File: src/rtl/mem_pkg.sv
// Shared types and constants for the memory access sequencer.
package mem_pkg;
  localparam int ADDR_W_DEF = 32;
  localparam int DATA_W_DEF = 32;

  typedef enum logic [1:0] {
    ST_IDLE   = 2'd0,
    ST_ACCESS = 2'd1,
    ST_DONE   = 2'd2,
    ST_FAULT  = 2'd3
  } state_t;

  localparam logic [1:0] FLT_NONE     = 2'd0;
  localparam logic [1:0] FLT_ALIGN    = 2'd1;
  localparam logic [1:0] FLT_TIMEOUT  = 2'd2;
  localparam logic [1:0] FLT_CONFLICT = 2'd3;
endpackage

File: src/rtl/mem_timeout_ctr.sv
// Bus wait-state counter; oTc fires in the cycle whose increment would reach TIMEOUT,
// so the strobe is held for exactly TIMEOUT unacknowledged cycles.
module mem_timeout_ctr #(
  parameter int TIMEOUT = 255,
  localparam int W = $clog2(TIMEOUT + 1)
) (
  input  logic         iClk,
  input  logic         iRst,
  input  logic         iClr,
  input  logic         iLoad,
  input  logic [W-1:0] iLoadVal,
  input  logic         iEn,
  output logic         oTc
);
  logic [W-1:0] r_cnt;
  logic [W-1:0] w_inc;

  assign w_inc = r_cnt + 1'b1;
  assign oTc   = iEn && (w_inc == W'(TIMEOUT));

  always_ff @(posedge iClk) begin
    if (iRst || iClr) r_cnt <= '0;
    else if (iLoad)   r_cnt <= iLoadVal;
    else if (iEn)     r_cnt <= w_inc;
  end
endmodule

File: src/rtl/mem_ctrl.sv
// Memory access sequencer: one fetch/load/store at a time over a req/ack bus,
// with registered read data, a one-cycle ready pulse and a sticky fault state.
module mem_ctrl
  import mem_pkg::*;
#(
  parameter int ADDR_W  = ADDR_W_DEF,
  parameter int DATA_W  = DATA_W_DEF,
  parameter int TIMEOUT = 255
) (
  input  logic              iClk,
  input  logic              iRst,
  input  logic              iRd,
  input  logic              iWr,
  input  logic [ADDR_W-1:0] iAddr,
  input  logic [DATA_W-1:0] iWData,
  output logic              oRdy,
  output logic [DATA_W-1:0] oRData,
  output logic              oBusy,
  output logic              oFault,
  output logic [1:0]        oFaultCode,
  output logic [ADDR_W-1:0] oMem_Addr,
  output logic [DATA_W-1:0] oMem_WData,
  output logic              oMem_Rd,
  output logic              oMem_Wr,
  input  logic              iMem_Ack,
  input  logic [DATA_W-1:0] iMem_RData
);
  localparam int CW = $clog2(TIMEOUT + 1);

  state_t            r_state, w_nxt;
  logic [ADDR_W-3:0] r_addr;
  logic [DATA_W-1:0] r_wdata;
  logic [DATA_W-1:0] r_rdata;
  logic              r_rd;
  logic [1:0]        r_code;
  logic              w_idle, w_acc, w_req, w_conf, w_mis, w_accept, w_tc;

  assign w_idle   = (r_state == ST_IDLE);
  assign w_acc    = (r_state == ST_ACCESS);
  assign w_req    = iRd | iWr;
  assign w_conf   = iRd & iWr;
  assign w_mis    = (iAddr[1:0] != 2'b00);
  assign w_accept = w_idle && w_req && !w_conf && !w_mis;

  // Held clear while idle, so every access starts counting from zero.
  mem_timeout_ctr #(.TIMEOUT(TIMEOUT)) u_tmo (
    .iClk     (iClk),
    .iRst     (iRst),
    .iClr     (w_idle),
    .iLoad    (1'b0),
    .iLoadVal ({CW{1'b0}}),
    .iEn      (w_acc && !iMem_Ack),
    .oTc      (w_tc)
  );

  always_comb begin
    w_nxt = r_state;
    case (r_state)
      ST_IDLE:   if (w_conf || (w_req && w_mis)) w_nxt = ST_FAULT;
                 else if (w_req)                 w_nxt = ST_ACCESS;
      ST_ACCESS: if (iMem_Ack)                   w_nxt = ST_DONE;
                 else if (w_tc)                  w_nxt = ST_FAULT;
      ST_DONE:                                   w_nxt = ST_IDLE;
      default:                                   w_nxt = ST_FAULT;
    endcase
  end

  always_ff @(posedge iClk) begin
    if (iRst) begin
      r_state <= ST_IDLE;
      r_addr  <= '0;
      r_wdata <= '0;
      r_rdata <= '0;
      r_rd    <= 1'b0;
      r_code  <= FLT_NONE;
    end else begin
      r_state <= w_nxt;
      if (w_accept) begin
        r_addr  <= iAddr[ADDR_W-1:2];
        r_wdata <= iWData;
        r_rd    <= iRd;
      end
      if (w_idle && w_conf)              r_code <= FLT_CONFLICT;
      else if (w_idle && w_req && w_mis) r_code <= FLT_ALIGN;
      else if (w_acc && !iMem_Ack && w_tc) r_code <= FLT_TIMEOUT;
      if (w_acc && iMem_Ack && r_rd) r_rdata <= iMem_RData;
    end
  end

  assign oRdy       = (r_state == ST_DONE);
  assign oBusy      = !w_idle;
  assign oFault     = (r_state == ST_FAULT);
  assign oFaultCode = r_code;
  assign oRData     = r_rdata;
  assign oMem_Addr  = {r_addr, 2'b00};
  assign oMem_WData = r_wdata;
  assign oMem_Rd    = w_acc && r_rd;
  assign oMem_Wr    = w_acc && !r_rd;
endmodule

File: config.mk
export PLATFORM = sky130hd
export DESIGN_NAME = mem_ctrl
export DESIGN_NICKNAME = d
export VERILOG_FILES = /design/src/rtl/mem_pkg.sv /design/src/rtl/mem_timeout_ctr.sv /design/src/rtl/mem_ctrl.sv
export SDC_FILE = /design/constraint.sdc
export NUM_CORES = 1
export LEC_CHECK = 0
export ABC_CLOCK_PERIOD_IN_PS = 1700
export CAP_MARGIN = 30
export CORE_MARGIN = 2
export CORE_UTILIZATION = 40
export CTS_CLUSTER_SIZE = 24
export DETAILED_ROUTE_END_ITERATION = 16
export GPL_TIMING_DRIVEN = 0
export PLACE_DENSITY_LB_ADDON = 0.3
export SETUP_SLACK_MARGIN = 0.02
export SLEW_MARGIN = 20
export SYNTH_ARGS = -nofsm -noshare
export SYNTH_HDL_FRONTEND = slang
export SYNTH_SLANG_ARGS = --single-unit
File: constraint.sdc
create_clock -name iClk -period 1.7 [get_ports iClk]
set_input_delay 0.255 -clock iClk [delete_from_list [all_inputs] [get_ports iClk]]
set_output_delay 0.255 -clock iClk [all_outputs]
set_load 0.02 [all_outputs]
==> impl_results.md, run 1 <==
- Post-DP HPWL: 9194 um
- Syn avg cell area: 7.930 sq um
- Final net count: 822
- Final Core Density: ~65%
- #FFs+latches synth: about 110
- Final setup TNS: 0 ps
- Leakage: 2.224 nW
- Global route overflow: 0
- Clock skew: ~13 ps
- Total Routing Usage GR: 21.84%
- Via/cell ratio: between 4 and 5
- WL/cell: between 10 and 15 um
- Most frequent cells in the layout: 195 x nand2_1, 194 x clkdlybuf4s50_1, 104 x dfxtp_1, 99 x a21oi_1, 17 x clkbuf_1
- Clock sinks: 107
- Gate Count Post-Synth: 506
- CTS tree: built
- Top cell type's share of synthesized area: 53.38%
- Number of enable flip-flop cells after synthesis: 0
- Area growth from synthesis to layout: 59.46%
- Synth async-reset ratio: 0%
- WHS Path Cells: 3
- CTS root buf: clkbuf_8
- Vias: about 4,000
- CP required: ~2000 ps
- Skew-Pair Late Insertion Delay: 360 ps
- Layout cells sized above 1: under 10%
- CP peak stage delay: ~370 ps
- Logic pwr share: between 10% and 20%
- Slew HR: between 60% and 70%
- Tmin final: between 1500 and 2000 ps
- Status: complete, no violations
- Final ANT Viol Nets: 0
- Endpoints failing hold: 0
- Hold Crit Start: iWData[13]
- Finished Layout Cells: approximately 860
- Initial drt markers: between 100 and 150
- Clock transition at the registers of the reported paths: 100 ps
- Core area: about 10000 sq um
- HP Class: primary input to flop
- Slowest-stage cell, CP: dfxtp_2
- Dpl ws: -365.7 ps
- Critical path class: flop to flop
- Die height: 104.2 um
- # diodes: 0
- Seq pwr share: 53.9%
- Power Total: 4.900 mW
- Min Hold Slack: around 430 ps
- Critical path startpoint category: flop
- RSZ-0062 raised after global routing: yes
- Worst Hold Path EP: oMem_WData[13]
- Switch share: a little over a quarter
- Finished layout cell area: between 6000 and 7000 sq um
- Data arrival, critical path: about 1900 ps
- Worst path cell trace: ha_1, and3_2, xnor2_1, a211o_1, o221a_1
- Die footprint: 10,850 sq um
- Initial antenna violation count: 0
- Max-cap violations: 0
- Final WL: around 12,000 um
- Crit path max-delay family: compound AO/OA/AOI/OAI gates
- Die W: ~100 um
- Most common cell after layout, fill and taps aside: nand2_1
- Path depth of the worst reg2reg path: 5
- Post-DP Area: 6185 sq um
- Internal Pwr Total: roughly 3.6 mW
- Setup crit end kind: flop
- Vias in the first global route: just under 4,000
- Switch Pwr: around 1.3 mW
- Clk buf depth: 2
- Fmax: 611.9 MHz
- Worst vdd rail ir drop: a little over 0.4 mV
- FF-to-FF Start: u_tmo.r_cnt[1]
- Row Count: 36
- Least-Margin Pin Slew: about 580 ps
- Pwr dens: around 770 nW/um^2
- FF-to-FF End: oFaultCode[0]
- Pins Over Slew Limit: 0
- Drt drc: 0
- TritonRoute pass-1 iters: 4
- GPL Wtd Cong: roughly 0.77
- Sequential area share after synthesis: approximately 53%
- First-pass GRT wire length: between 15,000 and 20,000 um
- Inserted Clock Buffers: 9
- WP buf/inv: 0
- Port Buffer Count: 200
- Number of buffers inserted by hold repair at cts: 0
- Tcrit/Tclk final: between 90% and 100%
- R2r setup slk: roughly 66 ps
- Mapped cell area: roughly 4000 sq um
- Pin count of the biggest net entering global routing: 19
- Fin worst setup slack: 65.72 ps
- Boundary pin count: ~200
- Worst Path Max Fanout: 8
- Yosys cell types: 36
- Synth top area cells: dfxtp_1 53%, nand2_1 18%, a21oi_1 12%
- Initial core utilization: between 40% and 50%
- Setup Viol. Count Final: 0
- Synth area leader: dfxtp_1
- Synth Flop Type: dfxtp_1
- Htree depth: 3
- Clk pwr share: between 20% and 30%
- Dpl cells: between 800 and 900
- Synthesis Warnings: 0
power by group through the flow:
stage / Sequential [mW] / Combinational, mW / Clock, mW
floorplan: 2.76 / 0.258 / 0
global route: 2.66 / 0.860 / 1.61
detailed placement: 2.69 / 0.796 / 0
finish: 2.64 / 0.795 / 1.46
global placement: 2.69 / 0.785 / 0
CTS: 2.64 / 0.794 / 1.50
worst max path at each step:
| stage | start | endpoint | slack [ps] | cells past startpoint |
|---|---|---|---|---|
| finish | u_tmo.r_cnt[1] | oFaultCode[0] | 70 | 5 |
| CTS | r_state[1] | oBusy | 7 | 3 |
| global placement | iWr | oMem_WData[25] | -280 | 6 |
| floorplan | u_tmo.r_cnt[1] | oFaultCode[0] | 190 | 5 |
| detailed placement | iWr | oMem_WData[27] | -370 | 6 |
| global route | iWr | oMem_WData[27] | 10 | 6 |
synthesized netlist by cell type (2+ instances only):
cell / n
nand4_1: 4
and2_1: 4
ha_1: 2
nor2b_1: 5
xnor2_1: 2
clkbuf_1: 20
buf_2: 3
buf_4: 12
dfxtp_1: 107
inv_1: 4
xor2_1: 6
a21oi_1: 99
and3_1: 2
o21ai_0: 9
nor2_1: 8
nand3_1: 4
nand2_1: 196
area by class of cell:
cell class	instances	area, sq um
plain buffers	35	185.2
clock buffers	10	137.6
clock inverters	6	47.55
fillers	824	3376
inverters	5	18.77
multi-input cells	360	1694
flip-flops and latches	107	2151
well taps	133	166.4
repair buffers	201	1998
what timing repair did:
| action | in CTS | in global routing |
|---|---|---|
| buffers inserted | 0 | 1 |
| pin swaps | 0 | 2 |
| gates resized for setup | 15 | 15 |
| setup endpoints to repair | 66 | 27 |
worst register-to-register path, cell delays in order, from the launching register on:
cell,delay [ps]
dfxtp_2,370
ha_1,230
and3_2,260
xnor2_1,130
a211o_1,310
o221a_1,230
sequential cells by signal, indices dropped and copies added, names as in the netlist:
register and count:
oMem_WData 32, oRData 32, r_addr 30, u_tmo.r_cnt 8
oFaultCode 2, r_state 2, r_rd 1
cell families (layout without fill, tap and decap cells):
| family | after synthesis | in the layout | share of synthesized area [%] |
|---|---|---|---|
| other | 1 | 2 | 0.09346 |
| AO/OA/AOI/OAI | 118 | 118 | 15.50 |
| XOR/XNOR | 8 | 8 | 1.746 |
| flip-flops | 107 | 107 | 53.38 |
| adder cells (fa/ha/maj) | 2 | 2 | 0.6235 |
| AND/OR/NAND/NOR | 230 | 230 | 23.70 |
| buffers and inverters | 40 | 257 | 4.958 |
layer usage:
layer	GRT usage [%]	up-vias	routed length, um
li1	-	2069	-
met1	26.01	1853	5129
met2	38.72	144	5832
met3	5.075	20	742
met4	7.239	0	201
met5	0	-	0
Note: power is estimated with default switching activity, not from simulation.
==> run 2, diff against run 1 <==
--- a/config.mk
+++ b/config.mk
@@ -7,8 +7,10 @@
 export LEC_CHECK = 0
 export ABC_CLOCK_PERIOD_IN_PS = 1700
 export CAP_MARGIN = 30
+export CELL_PAD_IN_SITES_DETAIL_PLACEMENT = 1
+export CELL_PAD_IN_SITES_GLOBAL_PLACEMENT = 2
 export CORE_MARGIN = 2
-export CORE_UTILIZATION = 40
+export CORE_UTILIZATION = 21
 export CTS_CLUSTER_SIZE = 24
 export DETAILED_ROUTE_END_ITERATION = 16
 export GPL_TIMING_DRIVEN = 0
==> impl_results.md, run 2 (synthesis results as in run 1) <==
- Clock sinks: around 110
- Global route overflow: 0
- Core area: between 15,000 and 20,000 sq um
- Multi-input logic area: ~1700 sq um
- Setup Viol. Count Final: 0
- Area growth from synthesis to layout: 66.04%
- TritonRoute pass-1 iters: 3
- Initial antenna violation count: 0
- Post-CTS setup buffer count: 0
- Clock skew: 7.098 ps
- Pin count of the biggest net entering global routing: 18
- Grt peak-use layer: met2
- Data arrival, critical path: ~1300 ps
- Tcrit/Tclk final: between 90% and 100%
- Power Total: 5.646 mW
- Worst vdd rail ir drop: approximately 0.46 mV
- Least-Margin Pin Slew: between 600 and 700 ps
- Row Count: 50
- Fmax: ~630 MHz
- Htree depth: 3
- Most common cell after layout, fill and taps aside: nand2_1
- RSZ-0062 raised after global routing: yes
- Finished layout cell area: approximately 6700 sq um
- GRT met2 Usage: approximately a quarter
- Post-DP Area: between 6000 and 7000 sq um
- Slew HR: roughly three fifths
- First-pass GRT wire length: between 20,000 and 25,000 um
- Initial drt markers: between 70 and 80
- Die footprint: between 20,000 and 25,000 sq um
- Die height: 142.2 um
- Slowest-stage cell, CP: clkdlybuf4s50_1
- CTS tree: built
- Pwr dens: 847.4 nW/um^2
- Worst Path Max Fanout: 2
- GPL Wtd Cong: 0.7310
- Finished Layout Cells: 957
- Skew-Pair Late Insertion Delay: 360 ps
- CTS root buf: clkbuf_16
- WL/cell: 15.04 um
- Layout cells sized above 1: slightly above 7%
- # diodes: 0
- Port Buffer Count: 200
- Final WL: around 14,000 um
- CP peak stage delay: 640 ps
- Die W: roughly 140 um
- Met1 usage: between 10% and 20%
- Post-DP HPWL: 11,080 um
- Total Routing Usage GR: between 10 and 15%
- Critical path startpoint category: flop
- Boundary pin count: 204
- CP required: between 1000 and 1500 ps
- Vias: approximately 4,200
- Clock transition at the registers of the reported paths: approximately 70 ps
- Status: complete, no violations
- Pins Over Slew Limit: 0
- Tmin final: about 1600 ps
- Max-cap violations: 0
- Setup crit end kind: output pin
- M3 GR Usage: around 4.3%
- Final net count: around 800
- Sequential standard cell area: ~2200 sq um
- Critical path class: flop to output pin
- Inserted Clock Buffers: 9
- Worst path cell trace: clkdlybuf4s50_1
- Initial core utilization: approximately 21%
- Endpoints failing hold: 0
- Clk buf depth: 2
- WP buf/inv: 1
- Final Core Density: between 30% and 40%
- Final ANT Viol Nets: 0
- Crit path max-delay family: buffers and inverters
- HP Class: primary input to flop
- Dpl cells: approximately 940
- Vias in the first global route: around 4,500
- Most frequent cells in the layout: 195 x nand2_1, 194 x clkdlybuf4s50_1, 104 x dfxtp_1, 99 x a21oi_1, 15 x clkbuf_1
- Fillers: 2,239
- Via/cell ratio: 4.378
- Drt drc: 0
- R2r setup slk: roughly 120 ps
- Leakage: between 2 and 2.5 nW
run 2: cell count changes in the layout (fill, tap and decap cells not counted), moves of 2 or more:
cell / previous run / this run
clkbuf_16: 0 / 9
buf_4: 14 / 11
clkinv_2: 2 / 0
clkbuf_1: 17 / 15
clkbuf_8: 10 / 1
clkbuf_2: 2 / 5
clkinvlp_4: 0 / 2
buf_6: 0 / 2
run 2: final timing paths:
kind | startpoint | endpoint | cells after the start
setup / recovery | oMem_WData[27] | oMem_WData[27] | 1
hold / removal | iWData[29] | oMem_WData[29] | 3
setup reg to reg | u_tmo.r_cnt[1] | oFaultCode[0] | 5
hold reg to reg | oMem_WData[21] | oMem_WData[21] | 2
run 2: per-layer routing:
| layer | part of all wire (%) | up-vias |
|---|---|---|
| met1 | 43 | 1985 |
| li1 | - | 2070 |
| met5 | 0 | - |
| met2 | 48 | 124 |
| met4 | 1.5 | 0 |
| met3 | 7.4 | 11 |
run 2: per-stage QoR:
step | TNS [ps] | worst slack, ps | hold slack, ps
6_report | 0 | 104.4 | 441.7
5_1_grt | 0 | 19.13 | 446.1
4_1_cts | 0 | 24.34 | 431.0
3_5_place_dp | -27530 | -449.3 | 446.1
3_3_place_gp | -24320 | -382.8 | 440.4
2_1_floorplan | 0 | 185.1 | 391.0
run 2: cell type report:
type                       count  area share [%]
clock inverter                 5          0.9390
multi-input combinational    360           25.62
inverter                       5          0.2817
clock buffer                  11           3.643
timing repair buffer         200           29.88
tap                          234           4.394
sequential                   107           32.28
buffer                        35           2.967
run 2: repair_timing:
action                     CTS  global route
pin swaps                    0             2
hold buffers                 0             0
gates cloned                 0             0
gates resized for setup     22            17
setup endpoints to repair   67            66
run 2: report_power, final:
group,leakage (nW),internal [mW],total (mW),switching [mW]
Clock,0.142,1.19,2.19,0.995
Combinational,1.25,0.428,0.816,0.388
Sequential,0.867,2.58,2.64,0.0620
